## src/rtl/regfile_pkg.sv

```systemverilog
// Shared register-file constants and the writeback grant encoding,
// used by the register file and by the writeback arbiter.
package regfile_pkg;

    localparam int REG_ADDR_W = 5;
    localparam int REG_DATA_W = 32;
    localparam int REG_COUNT  = 32;

    typedef enum logic [1:0] {
        GNT_NONE = 2'd0,
        GNT_ALU  = 2'd1,
        GNT_MEM  = 2'd2
    } grant_e;

endpackage

```

## src/rtl/wb_scoreboard.sv

```systemverilog
// Pending-write scoreboard: one busy bit per register, set by issue and
// cleared by writeback. Register 0 is never busy.
module wb_scoreboard
    import regfile_pkg::*;
#(
    parameter int REGS = 32
) (
    input  logic                  clk,
    input  logic                  reset,
    input  logic                  set_en,
    input  logic [REG_ADDR_W-1:0] set_addr,
    input  logic                  clr_en,
    input  logic [REG_ADDR_W-1:0] clr_addr,
    output logic [REGS-1:0]       busy
);

    logic [REGS-1:0] set_mask;
    logic [REGS-1:0] clr_mask;
    logic [REGS-1:0] busy_next;

    always_comb begin
        set_mask = '0;
        clr_mask = '0;
        if (set_en && (set_addr != '0)) begin
            set_mask[set_addr] = 1'b1;
        end
        if (clr_en && (clr_addr != '0)) begin
            clr_mask[clr_addr] = 1'b1;
        end
        // Clear before set so a same-edge reissue keeps the register busy.
        busy_next    = (busy & ~clr_mask) | set_mask;
        busy_next[0] = 1'b0;
    end

    always_ff @(posedge clk) begin
        if (reset) begin
            busy <= '0;
        end else begin
            busy <= busy_next;
        end
    end

endmodule

```

## src/rtl/wb_arbiter.sv

```systemverilog
// Two-requester (ALU, load) writeback arbiter with starvation guard and a
// registered register-file write port. WB_SCOREBOARD_EN adds the busy scoreboard.
module wb_arbiter
    import regfile_pkg::*;
#(
    parameter int STARVELIMIT = 4,
    parameter int REGS        = 32
) (
    input  logic                  clk,
    input  logic                  reset,
    input  logic                  aluvalid,
    output logic                  aluready,
    input  logic [REG_ADDR_W-1:0] aluaddr,
    input  logic [REG_DATA_W-1:0] aludata,
    input  logic                  memvalid,
    output logic                  memready,
    input  logic [REG_ADDR_W-1:0] memaddr,
    input  logic [REG_DATA_W-1:0] memdata,
    input  logic                  issuevalid,
    input  logic [REG_ADDR_W-1:0] issueaddr,
    output logic                  regwrite,
    output logic [REG_ADDR_W-1:0] writeaddr,
    output logic [REG_DATA_W-1:0] writedata,
    output logic [REGS-1:0]       busy
);

    localparam logic [3:0] STARVE_MAX = 4'(STARVELIMIT);

    grant_e                grant;
    logic [3:0]            starve;
    logic                  xfer;
    logic [REG_ADDR_W-1:0] xfer_addr;
    logic [REG_DATA_W-1:0] xfer_data;

    // Load data wins by default; a starved ALU overrides it for one grant.
    always_comb begin
        grant = GNT_NONE;
        if (!reset) begin
            if (aluvalid && (starve == STARVE_MAX)) begin
                grant = GNT_ALU;
            end else if (memvalid) begin
                grant = GNT_MEM;
            end else if (aluvalid) begin
                grant = GNT_ALU;
            end
        end
    end

    assign aluready  = (grant == GNT_ALU);
    assign memready  = (grant == GNT_MEM);
    assign xfer      = (grant != GNT_NONE);
    assign xfer_addr = (grant == GNT_MEM) ? memaddr : aluaddr;
    assign xfer_data = (grant == GNT_MEM) ? memdata : aludata;

    always_ff @(posedge clk) begin
        if (reset) begin
            regwrite  <= 1'b0;
            writeaddr <= '0;
            writedata <= '0;
            starve    <= '0;
        end else begin
            regwrite <= xfer && (xfer_addr != '0);
            if (xfer && (xfer_addr != '0)) begin
                writeaddr <= xfer_addr;
                writedata <= xfer_data;
            end
            if (!aluvalid || aluready) begin
                starve <= '0;
            end else if (starve != STARVE_MAX) begin
                starve <= starve + 4'd1;
            end
        end
    end

`ifdef WB_SCOREBOARD_EN
    wb_scoreboard #(
        .REGS(REGS)
    ) u_scoreboard (
        .clk      (clk),
        .reset    (reset),
        .set_en   (issuevalid),
        .set_addr (issueaddr),
        .clr_en   (xfer),
        .clr_addr (xfer_addr),
        .busy     (busy)
    );
`else
    logic unused_issue;
    assign unused_issue = ^{issuevalid, issueaddr};
    assign busy         = '0;
`endif

endmodule

```

## config.mk

```make
export PLATFORM = sky130hd
export DESIGN_NAME = wb_arbiter
export DESIGN_NICKNAME = d
export VERILOG_FILES = /design/src/rtl/regfile_pkg.sv /design/src/rtl/wb_scoreboard.sv /design/src/rtl/wb_arbiter.sv
export SDC_FILE = /design/constraint.sdc
export NUM_CORES = 1
export LEC_CHECK = 0
export BUFFER_PORTS_ARGS = -buffer_cell sky130_fd_sc_hd__clkbuf_2
export CAP_MARGIN = 20
export CORE_UTILIZATION = 45
export CTS_BUF_LIST = sky130_fd_sc_hd__clkbuf_8
export DETAILED_ROUTE_END_ITERATION = 8
export PLACE_DENSITY = 0.85
export SLEW_MARGIN = 40
export SYNTH_ARGS = -nofsm -noshare
export SYNTH_HDL_FRONTEND = slang
export SYNTH_HIERARCHICAL = 1
export SYNTH_SLANG_ARGS = --single-unit
export TNS_END_PERCENT = 10
```

## constraint.sdc

```tcl
create_clock -name clk -period 5.5 [get_ports clk]
set_input_delay 1.1 -clock clk [delete_from_list [all_inputs] [get_ports clk]]
set_output_delay 1.1 -clock clk [all_outputs]
set_load 0.01 [all_outputs]
```

After elaboration in Yosys (flattened, before gate mapping)
Index checks and enable logic that the tools add are counted.
Cells by class
  mux-type cells: 6
  eq/ne operators: 4
  add/sub/neg operators: 1
  reduce and logical (&&, ||, !) cells: 7
Operator list (count)
  2-to-1 mux 32 bit: 1
  2-to-1 mux 2 bit: 3
  2-to-1 mux 5 bit: 1
  nonzero test 5 bit: 1
  adder 4 x 1 -> 4 bit (second input constant): 1
  equality test 4 x 3 -> 1 bit (second input constant): 1
  != test 4 x 3 -> 1 bit (second input constant): 1
  equality test 2 x 1 -> 1 bit (second input constant): 1
  equality test 2 bit (second input constant): 1
  logical AND 1 bit: 2
  nonzero test 2 bit: 1
  OR reduction 2 bit: 1
  logical NOT 1 bit: 1
  logical OR 1 bit: 1
  2-to-1 mux 1 bit: 1
Storage, ports and cells
  logic and storage cells: 22
  bits in registers: 42

Logic depth before layout (Yosys ltp)
  word-level depth: 8
  depth in mapped cells: 9
  depth with buffers taken out: 7

Worst setup path before layout
No wires, ideal clock.
  kind: input-to-output
  from: in reset
  to: out memready
  stages: 5
  buffers on the path: 2
  slack: 2.515 ns
  data arrival time: 1.885 ns
  cells stage by stage: clkbuf_1 -> nor2b_1 -> nand2_1 -> inv_1 -> clkbuf_1
On the way
  cells in the longest elaborated chain, start to end: 2
RTL lines
  from (decl): line wb_arbiter.sv:10  | input logic reset,
  2-to-1 mux 2 bit: line wb_arbiter.sv:38  | if (!reset) begin
  equality test 2 bit: line wb_arbiter.sv:50  | assign memready = (grant == GNT_MEM);
  to (decl): line wb_arbiter.sv:16  | output logic memready,
Every way passes these cells.

Worst setup path after layout
Ends and elaborated chain as after synthesis.

==> impl_results.md <==
- 1st-pass router iterations: 5
- Hold buffer count at CTS: 0
- TritonCTS clock tree: built
- Crit start category: input pin
- Status: complete, no violations
- Max-cap violations: 0
- Via-to-Cell Ratio: 5.384
- GRT Util Overall: 0.2220
- Wl on met1: 2637 um
- # diodes: 0
- IO Pins: 156
- FF-to-FF path depth: 6
- Antenna violations before repair: 0
- First-pass GRT wire length: 9597 um
- Critical path endpoint: memready
- Ys Warns: 6
- PwrDens: 234.4 mW/mm^2
- Chip Height: 74.51 um
- Most frequent cells in the layout: clkbuf_2 (116), nand2_1 (73), dfxtp_1 (42)
- Syn-to-layout area delta: 23.85%
- Gpl congestion: 0.8641
- Total wire length: 6356 um
- Top sig layer: met4
- Post-synth cell types: 35
- FMAX: 0.2903 GHz
- Largest net degree at the start of global routing: 44
- Worst endpoint data arrival time: 2.34 ns
- Final setup viols: 0
- Postcts setup bufs: 0
- Commonest non-fill, non-tap cell in the layout: clkbuf_2
- R2R Setup Slk: 2.94 ns
- Layout Cells excl Fill: 469
- H-tree depth: 2
- Seq pwr share: 0.495
- R2R Path End: writedata[9]$_SDFFE_PP0P_
- Row count: 26
- Maximum VDD drop: 148.9 uV
- Final Total Pwr: 687.0 uW
- DRC: 0
- Relative slew slack: 0.4534
- Final Hold Viols: 0
- I/O Buffers: 117
- Initial core utilization: 0.4662
- Die area: 0.005552 sq mm
- EDFF count, synth: 0
- Final min period: 3.444 ns
- Drt wl/cell: 13.55 um
- Clock share of power: 0.276
- Synthesis-stage register bit count: 42
- Slew Viols, Final: 0
- Hold Path Class: reg -> reg
- Global route overflow: 0
- Fill cells: 504
- Worst endpoint required time: 4.40 ns
- Worst-path fanout max: 43
- Worst Tran Pin Value: 0.8200 ns
- Netlist Area Pre-Place: 0.002366 sq mm
- Num CTS Buffers: 5
- Critical path launch point: reset
- Crit path kind: in -> out
- Int Power: 490.7 uW
- Area of the core: 0.005075 sq mm
- Max Root-Sink Buffers: 2
- Post-CTS Resized: 0
- Async SR Flop Fraction: 0
- Synth Instances: 299
- Final #Nets: 486
- Met3 WL: 421 um
- Switching part of the total: 0.2857
- Logic pwr share: 0.229
- Static leakage power: 1.367 nW
- Vias in the first global route: 2149
- Worst setup EP type: output port
- Post-route cell area: 0.002930 sq mm
- Share of post-route cells with drive strength above 1: 0.3434
- CTS root buffer: clkbuf_8
- Clock slew at reported path FFs: 0.07 ns
- Drt first-iter violations: 211
- Dpl cells: 463
- Placed Area: 0.002848 sq mm
- Final worst path period share: 0.6263
- Dpl hpwl: 4344 um
- Die Wd: 74.51 um
- Worst skew pair latency: 0.28 ns
- Sinks on Clock Net: 42
- Setup TNS: 0 ns
- Avg Cell Area, Syn: 7.913 sq um
- Via Count: 2525
- Prevailing post-synth register cell: dfxtp_1
- Post-Route Skew: 0.003243 ns
- RSZ-0062 raised after global routing: no
- Seq/Total Area, Yosys: 0.3554
- Post-DRT Antenna Nets: 0
- Reg2reg start: starve[0]$_SDFFE_PP0P_
- NetSw: 196.3 uW
- DR WL met2: 3249 um
cell usage after synthesis (2+ instances only):
cell / instances / area, sq um
a31oi_1: 30 / 187.7
nand3_1: 5 / 25.02
buf_2: 4 / 20.02
a311oi_1: 32 / 280.3
clkbuf_1: 20 / 75.07
ha_1: 2 / 25.02
buf_6: 3 / 33.78
a21oi_1: 6 / 30.03
or4_1: 5 / 37.54
a31oi_2: 2 / 25.02
nor3_1: 4 / 20.02
dfxtp_1: 42 / 840.8
a41oi_1: 4 / 35.03
inv_1: 6 / 22.52
o21ai_0: 4 / 20.02
nor2_1: 6 / 22.52
nand4b_1: 2 / 17.52
nand2b_1: 2 / 12.51
buf_4: 32 / 240.2
nand2_1: 73 / 274.0
power by group through the flow:
stage / Combinational, mW / Clock (mW) / Sequential, mW
finish: 0.157 / 0.190 / 0.340
global route: 0.175 / 0.209 / 0.342
CTS: 0.157 / 0.196 / 0.340
detailed placement: 0.157 / 0 / 0.347
global placement: 0.151 / 0 / 0.346
floorplan: 0.0932 / 0 / 0.356
through the flow:
step                hold slack, ns  utilization  setup slack [ns]
finish                      0.4663       0.5774             2.056
global route                0.5121       0.5774             2.018
global placement            0.4459       0.5557             1.810
CTS                         0.4683       0.5774             2.002
detailed placement          0.4529       0.5611             1.880
floorplan                   0.4297            -             2.515
per-layer routing:
metal  vias to the layer above  track usage
met2                       111       0.4084
met1                      1179       0.2556
li1                       1230            -
met4                         0      0.06289
met5                         -            0
met3                         5      0.05014
area by class of cell:
class | instances | area, sq um | share of cell area
Timing Repair Buffer | 123 | 641.9 | 0.2190
Tap cell | 70 | 87.58 | 0.02989
Multi-Input combinational cell | 222 | 1255 | 0.4283
Clock buffer | 6 | 82.58 | 0.02818
Sequential cell | 42 | 840.8 | 0.2869
Inverter | 6 | 22.52 | 0.007686
registers in the layout, indices dropped and copies added, names as in the netlist:
register	cells
regwrite	1
starve	4
writeaddr	5
writedata	32
worst max-delay path, stage by stage:
cell and delay (ns):
buf_2 0.62, nor2b_1 0.21, nand2_1 0.18, inv_1 0.07
clkbuf_2 0.13
cells by family (layout without fill, tap and decap cells):
family / Yosys count / after routing / share of synthesized area
adders and majority gates: 2 / 2 / 0.01057
other: 1 / 32 / 0.001585
AOI/OAI and AO/OA: 82 / 82 / 0.2586
buffers and inverters: 66 / 135 / 0.1676
and+or+nand+nor: 105 / 105 / 0.2025
xor gates and xnor gates: 1 / 1 / 0.003702
DFF: 42 / 42 / 0.3554
how the worst min path moves through the flow:
stage | startpoint | endpoint | slack [ns] | depth (start not counted)
2_1_floorplan | starve[0]$_SDFFE_PP0P_ | starve[0]$_SDFFE_PP0P_ | 0.43 | 1
4_1_cts | starve[0]$_SDFFE_PP0P_ | starve[0]$_SDFFE_PP0P_ | 0.47 | 1
5_1_grt | starve[0]$_SDFFE_PP0P_ | starve[0]$_SDFFE_PP0P_ | 0.51 | 1
3_3_place_gp | starve[0]$_SDFFE_PP0P_ | starve[0]$_SDFFE_PP0P_ | 0.45 | 1
6_report | starve[0]$_SDFFE_PP0P_ | starve[0]$_SDFFE_PP0P_ | 0.47 | 1
3_5_place_dp | starve[0]$_SDFFE_PP0P_ | starve[0]$_SDFFE_PP0P_ | 0.45 | 1
(Power assumes the default switching activity.)
